File: src/rtl/csr_access_unit.sv
// csr_access_unit: accepts one CSR/SYSTEM instruction, reads the old CSR value,
// computes the read-modify-write result, publishes a CSR write packet and then
// returns the old value for rd.
// Optional feature macro: CSR_ILLEGAL_TRAP_EN (write intent to read-only CSR
// space, addr[11:10]==2'b11, is flagged illegal and the write is suppressed).
module csr_access_unit #(
   parameter int XLEN  = 64,
   parameter int CNT_W = 64
) (
   input  logic             clk,
   input  logic             rst,
   input  logic             req_valid,
   output logic             req_ready,
   input  logic [2:0]       req_funct3,
   input  logic [1:0]       req_sys,
   input  logic [11:0]      req_addr,
   input  logic [XLEN-1:0]  req_rs1_val,
   input  logic [4:0]       req_rs1_idx,
   input  logic [XLEN-1:0]  req_pc,
   output logic [11:0]      csr_raddr,
   input  logic [XLEN-1:0]  csr_rdata,
   output logic             resp_valid,
   input  logic             resp_ready,
   output logic [XLEN-1:0]  resp_rd_data,
   output logic             resp_illegal,
   output logic [CNT_W-1:0] wr_inst_counter,
   output logic             wr_csr_write_enable,
   output logic             wr_plain,
   output logic [11:0]      wr_csr_dest_addr,
   output logic [XLEN-1:0]  wr_csr_write_data,
   output logic             wr_ecall,
   output logic             wr_mret,
   output logic [XLEN-1:0]  wr_pc
);

   typedef enum logic [1:0] {
      ST_IDLE   = 2'd0,
      ST_READ   = 2'd1,
      ST_COMMIT = 2'd2,
      ST_RESP   = 2'd3
   } state_t;

   state_t            state_r, state_s;
   logic [2:0]        funct3_r;
   logic [1:0]        sys_r;
   logic [11:0]       addr_r;
   logic [XLEN-1:0]   rs1_val_r;
   logic [4:0]        rs1_idx_r;
   logic [XLEN-1:0]   pc_r;
   logic [XLEN-1:0]   old_r;

   logic [XLEN-1:0]   src_s;
   logic              en_s;
   logic              plain_s;
   logic [XLEN-1:0]   data_s;
   logic              ecall_s;
   logic              mret_s;
   logic [XLEN-1:0]   rd_s;
   logic              illegal_s;

   // Write intent: swap forms always write; set/clear forms only with a non-zero source index.
   function automatic logic write_intent(input logic [2:0] f3, input logic [4:0] idx);
      logic wi;
      case (f3)
         3'b001, 3'b101: wi = 1'b1;
         3'b010, 3'b011, 3'b110, 3'b111: wi = (idx != 5'd0);
         default: wi = 1'b0;
      endcase
      return wi;
   endfunction

   assign req_ready  = (state_r == ST_IDLE);
   assign resp_valid = (state_r == ST_RESP);

   // State register.
   always_ff @(posedge clk or posedge rst) begin
      if (rst) state_r <= ST_IDLE;
      else     state_r <= state_s;
   end

   // Next-state logic and the CSR file read-address mux.
   always_comb begin
      state_s   = state_r;
      csr_raddr = 12'd0;
      case (state_r)
         ST_IDLE: begin
            if (req_valid) state_s = ST_READ;
            else           state_s = ST_IDLE;
         end
         ST_READ: begin
            csr_raddr = addr_r;
            state_s   = ST_COMMIT;
         end
         ST_COMMIT: state_s = ST_RESP;
         ST_RESP: begin
            if (resp_ready) state_s = ST_IDLE;
            else            state_s = ST_RESP;
         end
         default: state_s = ST_IDLE;
      endcase
   end

   // Request capture in IDLE and old-value capture in READ.
   always_ff @(posedge clk or posedge rst) begin
      if (rst) begin
         funct3_r  <= 3'd0;
         sys_r     <= 2'd0;
         addr_r    <= 12'd0;
         rs1_val_r <= {XLEN{1'b0}};
         rs1_idx_r <= 5'd0;
         pc_r      <= {XLEN{1'b0}};
         old_r     <= {XLEN{1'b0}};
      end else if (state_r == ST_IDLE && req_valid) begin
         funct3_r  <= req_funct3;
         sys_r     <= req_sys;
         addr_r    <= req_addr;
         rs1_val_r <= req_rs1_val;
         rs1_idx_r <= req_rs1_idx;
         pc_r      <= req_pc;
      end else if (state_r == ST_READ) begin
         old_r <= csr_rdata;
      end else begin
         old_r <= old_r;
      end
   end

   // Read-modify-write result and SYSTEM flags for the packet loaded at COMMIT.
   always_comb begin
      src_s     = funct3_r[2] ? XLEN'(rs1_idx_r) : rs1_val_r;
      en_s      = 1'b0;
      plain_s   = 1'b1;
      data_s    = old_r;
      ecall_s   = 1'b0;
      mret_s    = 1'b0;
      rd_s      = old_r;
      illegal_s = 1'b0;
      case (funct3_r)
         3'b001, 3'b101: begin
            en_s   = 1'b1;
            data_s = src_s;
         end
         3'b010, 3'b110: begin
            if (rs1_idx_r != 5'd0) begin
               en_s   = 1'b1;
               data_s = old_r | src_s;
            end else begin
               en_s   = 1'b0;
               data_s = old_r;
            end
         end
         3'b011, 3'b111: begin
            if (rs1_idx_r != 5'd0) begin
               en_s   = 1'b1;
               data_s = old_r & ~src_s;
            end else begin
               en_s   = 1'b0;
               data_s = old_r;
            end
         end
         3'b000: begin
            plain_s = 1'b0;
            data_s  = {XLEN{1'b0}};
            rd_s    = {XLEN{1'b0}};
            ecall_s = (sys_r == 2'b01);
            mret_s  = (sys_r == 2'b10);
         end
         default: begin
            en_s = 1'b0;
         end
      endcase
`ifdef CSR_ILLEGAL_TRAP_EN
      // Read-only CSR space: suppress the write, return 0, leave data at old value.
      if (write_intent(funct3_r, rs1_idx_r) && addr_r[11:10] == 2'b11) begin
         illegal_s = 1'b1;
         en_s      = 1'b0;
         data_s    = old_r;
         rd_s      = {XLEN{1'b0}};
      end else begin
         illegal_s = 1'b0;
      end
`else
      illegal_s = 1'b0 & write_intent(funct3_r, rs1_idx_r);
`endif
   end

   // Packet, counter and response registers, all loaded on the COMMIT edge.
   always_ff @(posedge clk or posedge rst) begin
      if (rst) begin
         wr_inst_counter     <= {CNT_W{1'b0}};
         wr_csr_write_enable <= 1'b0;
         wr_plain            <= 1'b0;
         wr_csr_dest_addr    <= 12'd0;
         wr_csr_write_data   <= {XLEN{1'b0}};
         wr_ecall            <= 1'b0;
         wr_mret             <= 1'b0;
         wr_pc               <= {XLEN{1'b0}};
         resp_rd_data        <= {XLEN{1'b0}};
         resp_illegal        <= 1'b0;
      end else if (state_r == ST_COMMIT) begin
         wr_inst_counter     <= wr_inst_counter + CNT_W'(1);
         wr_csr_write_enable <= en_s;
         wr_plain            <= plain_s;
         wr_csr_dest_addr    <= addr_r;
         wr_csr_write_data   <= data_s;
         wr_ecall            <= ecall_s;
         wr_mret             <= mret_s;
         wr_pc               <= pc_r;
         resp_rd_data        <= rd_s;
         resp_illegal        <= illegal_s;
      end else begin
         wr_inst_counter     <= wr_inst_counter;
      end
   end

endmodule

File: config.mk
export PLATFORM = sky130hd
export DESIGN_NAME = csr_access_unit
export DESIGN_NICKNAME = d
export VERILOG_FILES = /design/src/rtl/csr_access_unit.sv
export SDC_FILE = /design/constraint.sdc
export NUM_CORES = 1
export LEC_CHECK = 0
export CAP_MARGIN = 20
export CORE_MARGIN = 3
export CORE_UTILIZATION = 35
export CTS_CLUSTER_DIAMETER = 60
export DETAILED_ROUTE_END_ITERATION = 7
export GPL_ROUTABILITY_DRIVEN = 0
export GPL_TIMING_DRIVEN = 0
export PLACE_DENSITY = 0.66
export SYNTH_ARGS = -nofsm -noshare
export SYNTH_HDL_FRONTEND = slang
export SYNTH_SLANG_ARGS = --single-unit
File: constraint.sdc
create_clock -name clk -period 22.9 [get_ports clk]
set_input_delay 4.58 -clock clk [delete_from_list [all_inputs] [get_ports clk]]
set_output_delay 4.58 -clock clk [all_outputs]
set_load 0.05 [all_outputs]
# --- Word-level counts from Yosys, hierarchy flattened ---
# Index checks and enable logic that the tools add are counted.
word_totals:
  reg_bits: 488
  in_bits: 218
classes:
  add_sub_neg: 1
  eq_ne: 11
  n_mux: 14
  bitwise_logic: 4
  reduce_logical: 9
ops:
  columns: ["cell", "n"]
  rows:
  - ["$mux 64", 4]
  - ["$pmux 64 s4", 1]
  - ["$add 64x1->64 const B", 1]
  - ["$and 64x64->64", 1]
  - ["$not 64->64", 1]
  - ["$or 64x64->64", 1]
  - ["$mux 12", 1]
  - ["$eq 3x3->1 const B", 3]
  - ["$pmux 2 s4", 1]
  - ["$eq 2x2->1 const B", 3]
  - ["$eq 3x2->1 const B", 2]
  - ["$reduce_or 2->1", 3]
  - ["$mux 1", 5]
  - ["$reduce_bool 5->1", 1]
  - ["$eq 2x1->1 const B", 2]
  - ["$reduce_or 4->1", 1]
  - ["$eq 3x1->1 const B", 1]
  - ["$logic_not 3->1", 1]
  - ["$logic_not 2->1", 1]
  - ["$mux 2", 1]
  - ["$pmux 1 s2", 1]
  - ["$reduce_and 2->1", 1]
  - ["$logic_and 1x1->1", 1]
  - ["$not 1->1", 1]

# --- Longest topological paths before layout ---
depth:
  ltp_word: 5
  ltp_mapped: 10

# --- Least setup slack after synthesis ---
# Ideal clock, no wire load.
synth_timing:
  path_type: "reg-to-output"
  start: "register state_r[0]"
  end: "output port csr_raddr[10]"
  t_arrival_ns: 1.509
  setup_slack_ns: 16.811
  path_stages_with_launch: 5
  path_buffers: 1
  cell_sequence: "dfrtp_1 -> inv_1 -> nor2_1 -> clkbuf_1 -> and2_1"
synth_between:
  elab_chain_cells: 2
synth_lines:
  columns: ["item", "line_no", "text"]
  rows:
  - ["from (decl)", "43", "state_t state_r, state_s;"]
  - ["from (signal assigned)", "78", "else state_r <= state_s;"]
  - ["$eq 2x1->1", "85", "case (state_r)"]
  - ["$mux 12", "85", null]
  - ["to (decl)", "20", "output logic [11:0] csr_raddr,"]
# Every way passes these cells.

# --- Worst setup path in the final report ---
# Same ends and word-level chain as after synthesis.

==> impl_metrics.py <==
metrics = {
    "die": {
        "chipWidth_um": 242,
        "initial_utilization_pct": 35.7,
        "fp.coreArea_mm2": 0.0545,
        "dieArea_mm2": 0.0584,
        "die_h_um": 242,
        "placementRows": 85,
        "num_io_pins": 505,
    },
    "timing": {
        "hold_viol": 0,
        "max_slew_margin_pct": 27.0,
        "max_freq_mhz": 127,
        "final.setup_skew_ns": 0.0133,
        "rsz0062_at_grt": "false",
        "fin_crit_ns": 7.86,
        "setup_viol": 0,
        "slew_viol_final": 0,
        "fin_crit_sh_pct": 34.3,
        "worst_pin_slew_ns": 1.09,
        "timing.final.ws_setup_ns": 15.04,
        "whs_ns": 0.464,
    },
    "cells_and_area": {
        "multi_input_area_mm2": 0.00656,
        "fill_cells": 4953,
        "regArea_mm2": 0.0122,
        "post-route-util_pct": 50.3,
        "nets": 2421,
        "area_delta_synth_final_pct": 40.8,
        "drive_gt1_share_pct": 12.6,
    },
    "run": {
        "maxCapViolations": 0,
    },
    "critical_path": {
        "start_kind": "flop",
        "crit_required_ns": 18.32,
        "crit_arrival_ns": 3.28,
        "endpoint_kind": "output pin",
        "criticalPathCategory": "flop to output pin",
        "crit_fanout": 10,
    },
    "placement": {
        "place_ws_ns": 15.31,
        "port_buffers": 503,
        "dp_hpwl_mm": 48.1,
    },
    "synth": {
        "synth.cell_area_mm2": 0.0195,
        "avgSynthCellArea_um2": 11.9,
        "ys_seq_area_share_pct": 62.8,
        "synth_nets": 1856,
        "synth-seq-cells": 488,
        "synthArstFlopShare_pct": 100,
        "synthCells": 1632,
        "yosysWarningCount": 0,
        "synth-edff-count": 0,
        "synth-main-ff-cell": "dfrtp_1",
        "yosysUniqueCellTypes": 41,
    },
    "worst_hold_path": {
        "hp-class": "flop to flop",
    },
    "drt": {
        "routed-wl-met3_mm": 5.41,
        "drt_pass1_iterations": 5,
        "drtIter0Drc": 908,
        "routed-wl-met2_mm": 32.1,
        "drc": 0,
        "ant_nets": 0,
        "routed_wl_mm": 64.8,
        "wl_met1_mm": 25.7,
        "top_layer": "met5",
        "vias": 15100,
        "viasPerCell": 5.04,
        "wl_per_cell_um": 21.7,
    },
    "clock_tree": {
        "hold_buffers": 0,
        "cts-htree-levels": 2,
        "cts_setup_buffers": 0,
        "numCtsBuffers": 56,
        "cts_sinks": 488,
        "cts_root_buffer": "clkbuf_16",
        "postCtsResizedCells": 0,
        "cts_tree": "done",
        "insertion_delay_ns": 0.60,
        "cts_buffer_depth": 3,
        "clk_pin_slew_worst_paths_ns": 0.06,
    },
    "pwr": {
        "p_per_area_mw_per_mm2": 157,
        "leakage_uw": 0.0120,
        "ir_drop_uv": 91.2,
        "totalPowerFinal_uw": 4300,
    },
    "global_route": {
        "grt_max_degree": 133,
        "grt_pass1_wl_mm": 98.5,
        "gr-usage-all-layers_pct": 21.8,
        "overflow": 0,
        "grt_pass1_vias": 15800,
        "antenna_found_initial": 12,
    },
    "outcome": {
        "outcome": "complete, no violations",
    },
}
-- routing by layer --
layer	global-route usage, %	vias to the layer above
li1	-	6786
met2	37.1	554
met4	7.34	2
met3	6.56	102
met5	0	-
met1	26.4	7619
-- final timing paths --
path                                                         end  slack, ns                     from  cells past startpoint
min in group asynchronous                  wr_pc[59]$_DFFE_PP0P_       4.57                      rst                      2
worst max-delay path                               csr_raddr[10]      15.04     state_r[0]$_DFF_PP0_                      5
worst max register to register  wr_csr_write_data[5]$_DFFE_PP0P_      19.63  funct3_r[0]$_DFFE_PP0P_                      9
max in group asynchronous              rs1_val_r[33]$_DFFE_PP0P_      16.61                      rst                      4
worst min register to register             wr_pc[58]$_DFFE_PP0P_       0.46     pc_r[58]$_DFFE_PP0P_                      2
worst min-delay path                       wr_pc[58]$_DFFE_PP0P_       0.46     pc_r[58]$_DFFE_PP0P_                      2
-- layout make-up --
class,instances,area share [%]
clock inverter,18,0.649
clock buffer,83,6.11
inverter,74,1.04
buffer,95,1.47
timing repair buffer,507,18.7
antenna,9,0.0822
tap,739,3.38
sequential,488,44.6
multi-input combinational,975,24.0
-- power by group --
group          switching (uW)  total, uW  leakage [uW]  internal, uW
Sequential                231       1460       0.00615          1220
Combinational            1270       1960       0.00496           690
Clock                     368        887      0.000916           519
-- cell usage in the layout, fill, tap and decap left out, drive strengths merged, types with 7 or more instances in the layout --
master / count
a211oi: 60
a21oi: 7
a221o: 64
a22o: 64
and2: 16
buf: 26
clkbuf: 156
clkdlybuf4s50: 503
clkinv: 10
dfrtp: 488
diode: 9
inv: 80
mux2: 158
nand2: 339
nand3: 22
nand4: 18
nor2: 33
nor3: 23
nor4: 12
o21ai: 68
xnor2: 29
xor2: 34
-- cell families (layout without fill, tap and decap cells) --
group | Yosys count | count (layout) | synth area share (%)
compound gates | 265 | 265 | 10.5
mux | 158 | 158 | 9.15
other cells | 1 | 10 | 0.0193
simple gates | 482 | 482 | 10.8
xor+xnor | 63 | 63 | 2.84
buf+inv | 169 | 777 | 3.50
flops | 488 | 488 | 62.8
fa+ha+maj | 6 | 6 | 0.386
-- cells in the mapped netlist, types with 2 or more instances --
| master | instances | area [um2] |
|---|---|---|
| mux2_2 | 158 | 1780 |
| and3_1 | 5 | 31.3 |
| buf_1 | 2 | 7.51 |
| nor2_1 | 33 | 124 |
| nor4_4 | 2 | 42.5 |
| o21ai_0 | 67 | 335 |
| buf_6 | 3 | 33.8 |
| clkbuf_1 | 73 | 274 |
| nand3_1 | 22 | 110 |
| nand4b_1 | 2 | 17.5 |
| nand2b_1 | 2 | 12.5 |
| nand4_1 | 18 | 113 |
| xnor2_1 | 29 | 254 |
| ha_1 | 6 | 75.1 |
| dfrtp_1 | 488 | 12200 |
| nor4_2 | 2 | 25.0 |
| and4_1 | 2 | 17.5 |
| nor4_1 | 8 | 50.1 |
| a22o_1 | 64 | 561 |
| nor3_1 | 22 | 110 |
| inv_1 | 74 | 278 |
| nor2b_1 | 2 | 12.5 |
| buf_2 | 16 | 80.1 |
| nand2_1 | 339 | 1270 |
| a211oi_1 | 59 | 443 |
| and2_1 | 16 | 100 |
| or4_1 | 2 | 15.0 |
| a221o_1 | 64 | 641 |
| xor2_1 | 34 | 298 |
| a21oi_1 | 7 | 35.0 |
-- registers in the layout, indices dropped and copies added (netlist names), 2 cells and up --
| signal | count |
|---|---|
| addr_r | 12 |
| funct3_r | 3 |
| old_r | 64 |
| pc_r | 64 |
| resp_rd_data | 64 |
| rs1_idx_r | 5 |
| rs1_val_r | 64 |
| state_r | 2 |
| sys_r | 2 |
| wr_csr_dest_addr | 12 |
| wr_csr_write_data | 64 |
| wr_inst_counter | 64 |
| wr_pc | 64 |
-- through the flow --
step                instances  instance area, um2  TNS (ns)
floorplan                1632               19500         0
global placement         2874               25400   -329.25
detailed placement       2878               25500         0
CTS                      2979               27400         0
global route             2987               27400         0
finish                   2988               27400         0
-- worst max-delay path: stages (launching register included) --
cell and delay (ns):
dfrtp_1 0.45, inv_1 0.09, nor2_2 0.63, clkbuf_1 0.47
and2_1 0.19, clkdlybuf4s50_1 0.83
Power figures use the tool's default switching activity.
